## src/rtl/branch_predict_ctrl_pkg.sv

```systemverilog
// Shared types and constants for the branch predictor and its recovery sequencer.
package branch_predict_ctrl_pkg;

    typedef enum logic {
        ST_IDLE    = 1'b0,
        ST_RECOVER = 1'b1
    } state_t;

    localparam logic [1:0] STRONG_NT = 2'b00;
    localparam logic [1:0] WEAK_NT   = 2'b01;
    localparam logic [1:0] STRONG_T  = 2'b11;

    localparam int INSTR_BYTES = 4;

endpackage

```

## src/rtl/branch_predict_ctrl_sat_counter2.sv

```systemverilog
// Next value of a 2-bit saturating direction counter: count up on taken, down on not-taken.
module sat_counter2
    import branch_predict_ctrl_pkg::*;
(
    input  logic [1:0] i_cnt,
    input  logic       i_inc,
    output logic [1:0] o_next
);

    always_comb begin
        o_next = i_cnt;
        if (i_inc) begin
            if (i_cnt != STRONG_T) o_next = i_cnt + 2'd1;
        end else begin
            if (i_cnt != STRONG_NT) o_next = i_cnt - 2'd1;
        end
    end

endmodule

```

## src/rtl/branch_predict_ctrl.sv

```systemverilog
// 2-bit counter branch predictor with a one-cycle redirect/flush sequencer on mispredict.
module branch_predict_ctrl
    import branch_predict_ctrl_pkg::*;
#(
    parameter int PC_W  = 64,
    parameter int IDX_W = 4,
    parameter int CNT_W = 32
) (
    input  logic             clk,
    input  logic             reset,
    input  logic             if_valid,
    input  logic             if_is_branch,
    input  logic [PC_W-1:0]  if_pc,
    output logic             pred_taken,
    input  logic             ex_valid,
    input  logic             ex_branch,
    input  logic [PC_W-1:0]  ex_pc,
    input  logic             ex_pred_taken,
    input  logic             ex_taken,
    input  logic [PC_W-1:0]  ex_target,
    output logic             redirect_valid,
    output logic [PC_W-1:0]  redirect_pc,
    output logic             flush_ifid,
    output logic             flush_idex,
    output logic             flush_exmem,
    output logic [CNT_W-1:0] br_count,
    output logic [CNT_W-1:0] mispred_count
);

    localparam int N_ENT = 2 ** IDX_W;

    logic [1:0]       r_table [N_ENT];
    state_t           r_state;
    state_t           w_state_next;
    logic             r_redirect_valid;
    logic [PC_W-1:0]  r_redirect_pc;
    logic             r_flush;
    logic [CNT_W-1:0] r_br_count;
    logic [CNT_W-1:0] r_mispred_count;

    logic [IDX_W-1:0] w_if_idx;
    logic [IDX_W-1:0] w_ex_idx;
    logic [1:0]       w_ex_next;
    logic             w_resolve;
    logic             w_mispredict;
    logic             w_unused_pc;

    assign w_if_idx     = if_pc[IDX_W+1:2];
    assign w_ex_idx     = ex_pc[IDX_W+1:2];
    assign w_unused_pc  = ^{if_pc[PC_W-1:IDX_W+2], if_pc[1:0]};

    // Resolution is ignored while recovering: EX then holds a wrong-path instruction.
    assign w_resolve    = ex_valid & ex_branch & (r_state == ST_IDLE);
    assign w_mispredict = w_resolve & (ex_pred_taken != ex_taken);

    assign pred_taken   = if_valid & if_is_branch & r_table[w_if_idx][1];

    sat_counter2 u_sat (
        .i_cnt  (r_table[w_ex_idx]),
        .i_inc  (ex_taken),
        .o_next (w_ex_next)
    );

    always_ff @(posedge clk) begin
        if (reset) begin
            for (int i = 0; i < N_ENT; i++) r_table[i] <= WEAK_NT;
        end else if (w_resolve) begin
            r_table[w_ex_idx] <= w_ex_next;
        end
    end

    always_ff @(posedge clk) begin
        if (reset) r_state <= ST_IDLE;
        else       r_state <= w_state_next;
    end

    always_comb begin
        w_state_next = r_state;
        case (r_state)
            ST_IDLE:    if (w_mispredict) w_state_next = ST_RECOVER;
            ST_RECOVER: w_state_next = ST_IDLE;
            default:    w_state_next = ST_IDLE;
        endcase
    end

    always_ff @(posedge clk) begin
        if (reset) begin
            r_redirect_valid <= 1'b0;
            r_redirect_pc    <= '0;
            r_flush          <= 1'b0;
            r_br_count       <= '0;
            r_mispred_count  <= '0;
        end else begin
            r_redirect_valid <= w_mispredict;
            r_flush          <= w_mispredict;
            if (w_mispredict)
                r_redirect_pc <= ex_taken ? ex_target : ex_pc + PC_W'(INSTR_BYTES);
            if (w_resolve && (r_br_count != {CNT_W{1'b1}}))
                r_br_count <= r_br_count + 1'b1;
            if (w_mispredict && (r_mispred_count != {CNT_W{1'b1}}))
                r_mispred_count <= r_mispred_count + 1'b1;
        end
    end

    assign redirect_valid = r_redirect_valid;
    assign redirect_pc    = r_redirect_pc;
    assign flush_ifid     = r_flush;
    assign flush_idex     = r_flush;
    assign flush_exmem    = r_flush;
    assign br_count       = r_br_count;
    assign mispred_count  = r_mispred_count;

endmodule

```

## config.mk

```make
export PLATFORM = sky130hd
export DESIGN_NAME = branch_predict_ctrl
export DESIGN_NICKNAME = d
export VERILOG_FILES = /design/src/rtl/branch_predict_ctrl_pkg.sv /design/src/rtl/branch_predict_ctrl_sat_counter2.sv /design/src/rtl/branch_predict_ctrl.sv
export SDC_FILE = /design/constraint.sdc
export NUM_CORES = 1
export LEC_CHECK = 0
export CAP_MARGIN = 30
export CORE_ASPECT_RATIO = 0.5
export CORE_UTILIZATION = 30
export DETAILED_ROUTE_END_ITERATION = 12
export PLACE_DENSITY = 0.62
export REMOVE_ABC_BUFFERS = 1
export SETUP_SLACK_MARGIN = 0.1
export SKIP_CTS_REPAIR_TIMING = 1
export SLEW_MARGIN = 20
export SYNTH_ARGS = -nofsm -noshare
export SYNTH_HDL_FRONTEND = slang
export SYNTH_SLANG_ARGS = --single-unit
```

## constraint.sdc

```tcl
create_clock -name clk -period 5.1 [get_ports clk]
set_clock_uncertainty 0.1 [all_clocks]
set_input_delay 0.51 -clock clk [delete_from_list [all_inputs] [get_ports clk]]
set_output_delay 0.51 -clock clk [all_outputs]
set_load 0.05 [all_outputs]
```

==> results.cfg <==
[logic_synthesis]
yosys_warnings = 0
netlist_instances = 1031
synth.avg_cell_area_um2 = 8.58
synthArstFlopShare = 0
synth_compound_area_frac = 0.118
muxShareOfSynthArea = 0.0392
synth_top_area_cell = dfxtp_1
yosysMostFrequentCell = dfxtp_1
synthTopCellsByArea = dfxtp_1, edfxtp_1, xnor2_1
synth_cell_types = 60
yosys-top-cells-count = dfxtp_1, nand2_1, nor2_1
synth_edf_count = 32
yosysSeqAreaShare = 0.403
ys.flop_type = dfxtp_1
synth_area_um2 = 8840
synth_top_area_share = 0.294
ys_seq_elements = 162
synth_top_family_by_area = simple AND/OR/NAND/NOR gates
synth-simple-area-share = 0.287
synth_xor_area_frac = 0.103
synthAdderAreaFrac = 0.0108

[detailed_routing]
drt-total-wl_um = 29400
drt_pre_antenna_iters = 6
num_vias = 8551
routedWlPerCell_um = 17.6
drt_iter0_drc = 729
antenna_left = 0
via_per_inst = 5.13
drc = 0

[power]
pwr-share-clk = 0.414
power.density_nw_per_um2 = 253
report.power.total_mw = 3.14
intPower_mw = 2.29
netSwitchingPower_uw = 849
swShare = 0.271
seqPwrFrac = 0.431
combPwrFrac = 0.155
vdd.ir_drop.worst_v = 0.000255
p_leak_nw = 4.17

[die]
die_h_um = 123
core_area_um2 = 29000
ios = 333
die-area_um2 = 30200
start_util = 0.305
rows = 44
die_x_um = 245

[placement]
gp_congestion = 0.858
dp.cells = 1634
place_area_um2 = 11800
io_buffer_count = 272
dp_hpwl_um = 21600
post-place-ws_ns = 1.34

[cells_and_area]
fin_cells = 1668
syn_to_final_growth_pct = 40.4
multi_input_area_um2 = 4930
fill_cells = 2794
fin_util = 0.428
final_nets = 1469
post-route-cell-area_um2 = 12400
register_area_um2 = 3560
drive_above_1_share = 0.0572

[critical_path]
r2r_start = r_state
endpoint_kind = primary output
crit_family = buffers and inverters
start_kind = input pin
max_stage_delay_ns = 0.69
path_buf_inv = 2
r2r_end = mispred_count[28]
crit_slowest_cell = clkdlybuf4s50_1
worstPathMaxFanout = 4
arrival_ns = 3.11
cp_cell_sequence = clkdlybuf4s50_1, mux4_2, mux4_2, and3_1, clkdlybuf4s50_1
worstPathRequired_ns = 4.49
rrSetupSlack_ns = 2.17
r2r_cells = 6
crit_type = input pin to primary output

[cts]
cts_tree = done
path_clk_slew_ns = 0.07
cts_sinks = 162
cts_buffer_depth = 2
cts_root_buf = clkbuf_16
htreeDepth = 4
cts_buffers = 17
insertion_delay_ns = 0.45

[grt]
grt_pass1_wl_um = 45000
grt_max_degree = 93
grt_pass1_vias = 8125
grt_overflow = 0
grt.total_usage = 0.192
antenna_found_initial = 1

[min_path]
hold_start = redirect_pc[12]
hold_path.class = flip-flop to flip-flop
whs_path_depth = 2
min_to = redirect_pc[12]

[sta]
worst_hold_slack_ns = 0.354
worst_pin_slew_ns = 0.896
min_period_ns = 3.72
rsz0062_at_grt = false
report.final.hold_viol_count = 0
setup_violations = 0
slew_headroom = 0.397
slew_viol_final = 0
setup_ws_ns = 1.38
tns_ns = 0
fmax_mhz = 269
period_share = 0.729

[status]
status = finished clean

[run]
max-cap-violations = 0
==> flip-flops by register name, indices dropped and copies added (netlist names) <==
name           cells
br_count          32
flush_exmem        1
r_table           32
mispred_count     32
r_state            1
redirect_pc       64
==> how the worst max path moves through the flow <==
stage,from,end,slack [ns],cells after the start
after detailed placement,if_pc[2],pred_taken,1.34,5
after floorplan,ex_branch,redirect_pc[27],1.80,5
after global placement,if_pc[2],pred_taken,1.36,5
after global routing,if_pc[2],pred_taken,1.29,5
final,if_pc[2],pred_taken,1.38,5
after CTS,if_pc[2],pred_taken,1.34,5
==> routing by layer <==
metal | vias to the layer above | routed length, µm | global-route usage
li1 | 4174 | - | -
met1 | 4143 | 12600 | 0.240
met2 | 189 | 14700 | 0.327
met3 | 45 | 1170 | 0.0362
met4 | 0 | 873 | 0.0773
met5 | - | 0 | 0
==> cell type report <==
cell class,count,share of cell area
antenna,1,0.000202
clock buffer,22,0.0374
clock inverter,10,0.00866
inverter,15,0.00453
multi-input combinational,786,0.397
sequential,162,0.287
tap,391,0.0394
timing repair buffer,281,0.226
==> cell families after synthesis <==
kind of cell	count (synthesis)
muxes	18
adders and majority gates	8
xor gates and xnor gates	104
buffers and inverters	83
AOI/OAI and AO/OA	178
and+or+nand+nor	478
DFF	162
==> worst min-delay path, cell delays in order (launching register included) <==
cell and delay (ns):
dfxtp_1 0.31, nand2_1 0.05, a21oi_1 0.05
==> power groups by stage <==
stage / registers, mW / logic, mW / clock network [mW]
after floorplan: 1.47 / 0.136 / 0
after global placement: 1.38 / 0.479 / 0
after detailed placement: 1.38 / 0.483 / 0
after CTS: 1.35 / 0.485 / 1.31
after global routing: 1.36 / 0.517 / 1.37
final: 1.35 / 0.486 / 1.30
==> cell usage in the layout (no fill, tap or decap), drive strengths merged, types with 42 or more instances in the layout <==
cell type / n
nand3: 64
clkdlybuf4s50: 270
nand2: 99
nand4: 42
nor2: 97
a21oi: 76
xor2: 44
dfxtp: 130
and3: 59
xnor2: 60
(Power assumes the default switching activity.)
==> patch: new RTL, same settings <==
The parameter `CNT_W` goes from 32 to 36.
--- a/src/rtl/branch_predict_ctrl.sv
+++ b/src/rtl/branch_predict_ctrl.sv
@@ -5,5 +5,5 @@
     parameter int PC_W  = 64,
     parameter int IDX_W = 4,
-    parameter int CNT_W = 32
+    parameter int CNT_W = 36
 ) (
     input  logic             clk,
Interface: changed (resized br_count and mispred_count); port bits go from 333 to 341. No check against the original RTL was run, so the function may have changed too.
==> patch against the unedited design <==
  * Area after synthesis grew 12%
  * Highest routed layer unchanged
  * First-iteration DRC count grew 7.0%
  * Global-route usage rose by 1.1 points
  * Setup slack improved by 0.021 ns
  * Worst hold slack better by 0.0098 ns
  * Power rose by 0.52%
  * Sequential share of layout area down 1.4 points
  * Register-to-register slack worse by 0.23 ns
  * Sequential cell count increased by 8
  * Cell area rose by 9.7%
  * Clock power shrank 6%
  * Wire length up 22%
==> patch: results (changes against the unedited design) <==
* Status: completed (unchanged)
* Post-synth top cells: 138 x dfxtp_1, 135 x nand2_1, 94 x a21oi_1 (was 130 x dfxtp_1, 98 x nand2_1, 97 x nor2_1)
* WL per Instance at 19.0 um (was 17.6 um)
* H-Tree Depth at 4 (unchanged)
* Via density at 5.61 (was 5.13)
* LEAKAGE at 4.35 nW (was 4.17 nW)
* Vias in the first global route at 9763 (was 8125)
* DRT Pass-1 Iters at 5 (was 6)
* Top post-synthesis cells by area: dfxtp_1 28%, edfxtp_1 9.7%, nand2_1 5.1% (was dfxtp_1 29%, edfxtp_1 11%, xnor2_1 5.9%)
* Peak supply drop at 0.000220 V (was 0.000255 V)
* Max Buffers Root-to-Sink at 2 (unchanged)
* Largest register FFs at 64 (unchanged)
* Netlist cell types at 69 (was 60)
* CP max stage cell: clkdlybuf4s50_1 (unchanged)
* Initial antenna violation count at 9 (was 1)
* Ys Warns at 0 (unchanged)
* Switching Fraction at 29.2% (was 27.1%)
* Fill cell count at 3199 (was 2794)
* Total GRT Usage at 20.3% (was 19.2%)
* Num CTS Buffers at 17 (unchanged)
* Number of flops mapped to enable cells by yosys at 32 (unchanged)
* Post-DP HPWL at 26300 um (was 21600 um)
* IO buf count at 280 (was 272)
* Fraction of layout cells with a size suffix above 1 at 7.19% (was 5.72%)
* Worst slew pin tran at 0.904 ns (was 0.896 ns)
* Routability Congestion at 0.863 (was 0.858)
* Iteration-0 DRC count of the detailed router at 780 (was 729)
* Async SR Flop Fraction at 0% (unchanged)
* Pin count of the biggest net entering global routing at 71 (was 93)
* Global-route wire length before repair at 53800 um (was 45000 um)
* CTS root buf: clkbuf_16 (unchanged)
* NumNets Final at 1626 (was 1469)
* Hold Path Class: register to register (unchanged)
* Post-synthesis sequential area ratio at 37.6% (was 40.3%)
* Arr. time, crit path at 3.08 ns (was 3.11 ns)
patch: cell count changes after synthesis, sizes merged, moves of 26 or more:
cell    unedited run  this run
o22ai             39         8
clkbuf            51        86
nor2              97        61
xor2              44         7
or4                1        39
o31ai              0        26
xnor2             60        21
nand2             99       135
patch: final timing paths:
path                               start                     endpoint  slack, ns  cells past startpoint
max                             if_pc[2]                   pred_taken       1.41                      5
min          redirect_pc[9]$_SDFFE_PP0P_  redirect_pc[9]$_SDFFE_PP0P_       0.36                      2
max reg2reg    br_count[11]$_SDFFE_PP0P_    br_count[29]$_SDFFE_PP0P_       1.94                      5
min reg2reg  redirect_pc[9]$_SDFFE_PP0P_  redirect_pc[9]$_SDFFE_PP0P_       0.36                      2
patch: stage by stage:
stage          util [%]  instance area [sq um]  cells  worst slack (ns)
2_1_floorplan         -                   9520   1097             0.266
3_3_place_gp       40.7                  13100   1831              1.37
3_5_place_dp       40.7                  13100   1832              1.38
4_1_cts            42.3                  13600   1864              1.38
5_1_grt            42.4                  13600   1874              1.33
6_report           42.4                  13600   1876              1.41
patch: cell families after synthesis:
| group | Yosys count | share of synthesized area, % |
|---|---|---|
| AO/OA/AOI/OAI | 270 | 17.2 |
| flip-flops | 170 | 37.6 |
| adder cells (fa/ha/maj) | 8 | 0.959 |
| multiplexers | 37 | 5.51 |
| XOR/XNOR | 28 | 2.47 |
| buffers and inverters | 104 | 4.23 |
| AND/OR/NAND/NOR | 577 | 32.1 |
patch: critical path: cells and delay by family:
kind / cells / cell delay, ns
and+or+nand+nor: 1 / 0.19
muxes: 2 / 1.04
buffers and inverters: 2 / 1.34
patch: metal layers:
layer / vias up / GRT usage (%) / routed length [um]
li1: 5014 / - / -
met1: 5172 / 24.4 / 14700
met2: 281 / 36.2 / 18600
met3: 61 / 3.32 / 1280
met4: 0 / 8.91 / 1090
met5: - / 0 / 0
patch: cell type report:
class / instances / area share, %
Multi-Input combinational cell: 920 / 42.6
Inverter: 7 / 0.193
Tap cell: 432 / 3.97
Clock inverter: 14 / 0.707
Sequential cell: 170 / 27.3
Clock buffer: 18 / 3.15
Antenna cell: 11 / 0.202
Timing Repair Buffer: 304 / 21.8
patch: power by group through the flow:
stage / logic (mW) / clock network [mW] / registers (mW)
after floorplan: 0.141 / 0 / 1.54
after global placement: 0.510 / 0 / 1.45
after detailed placement: 0.516 / 0 / 1.45
after CTS: 0.518 / 1.24 / 1.42
after global routing: 0.551 / 1.30 / 1.42
final: 0.518 / 1.22 / 1.42
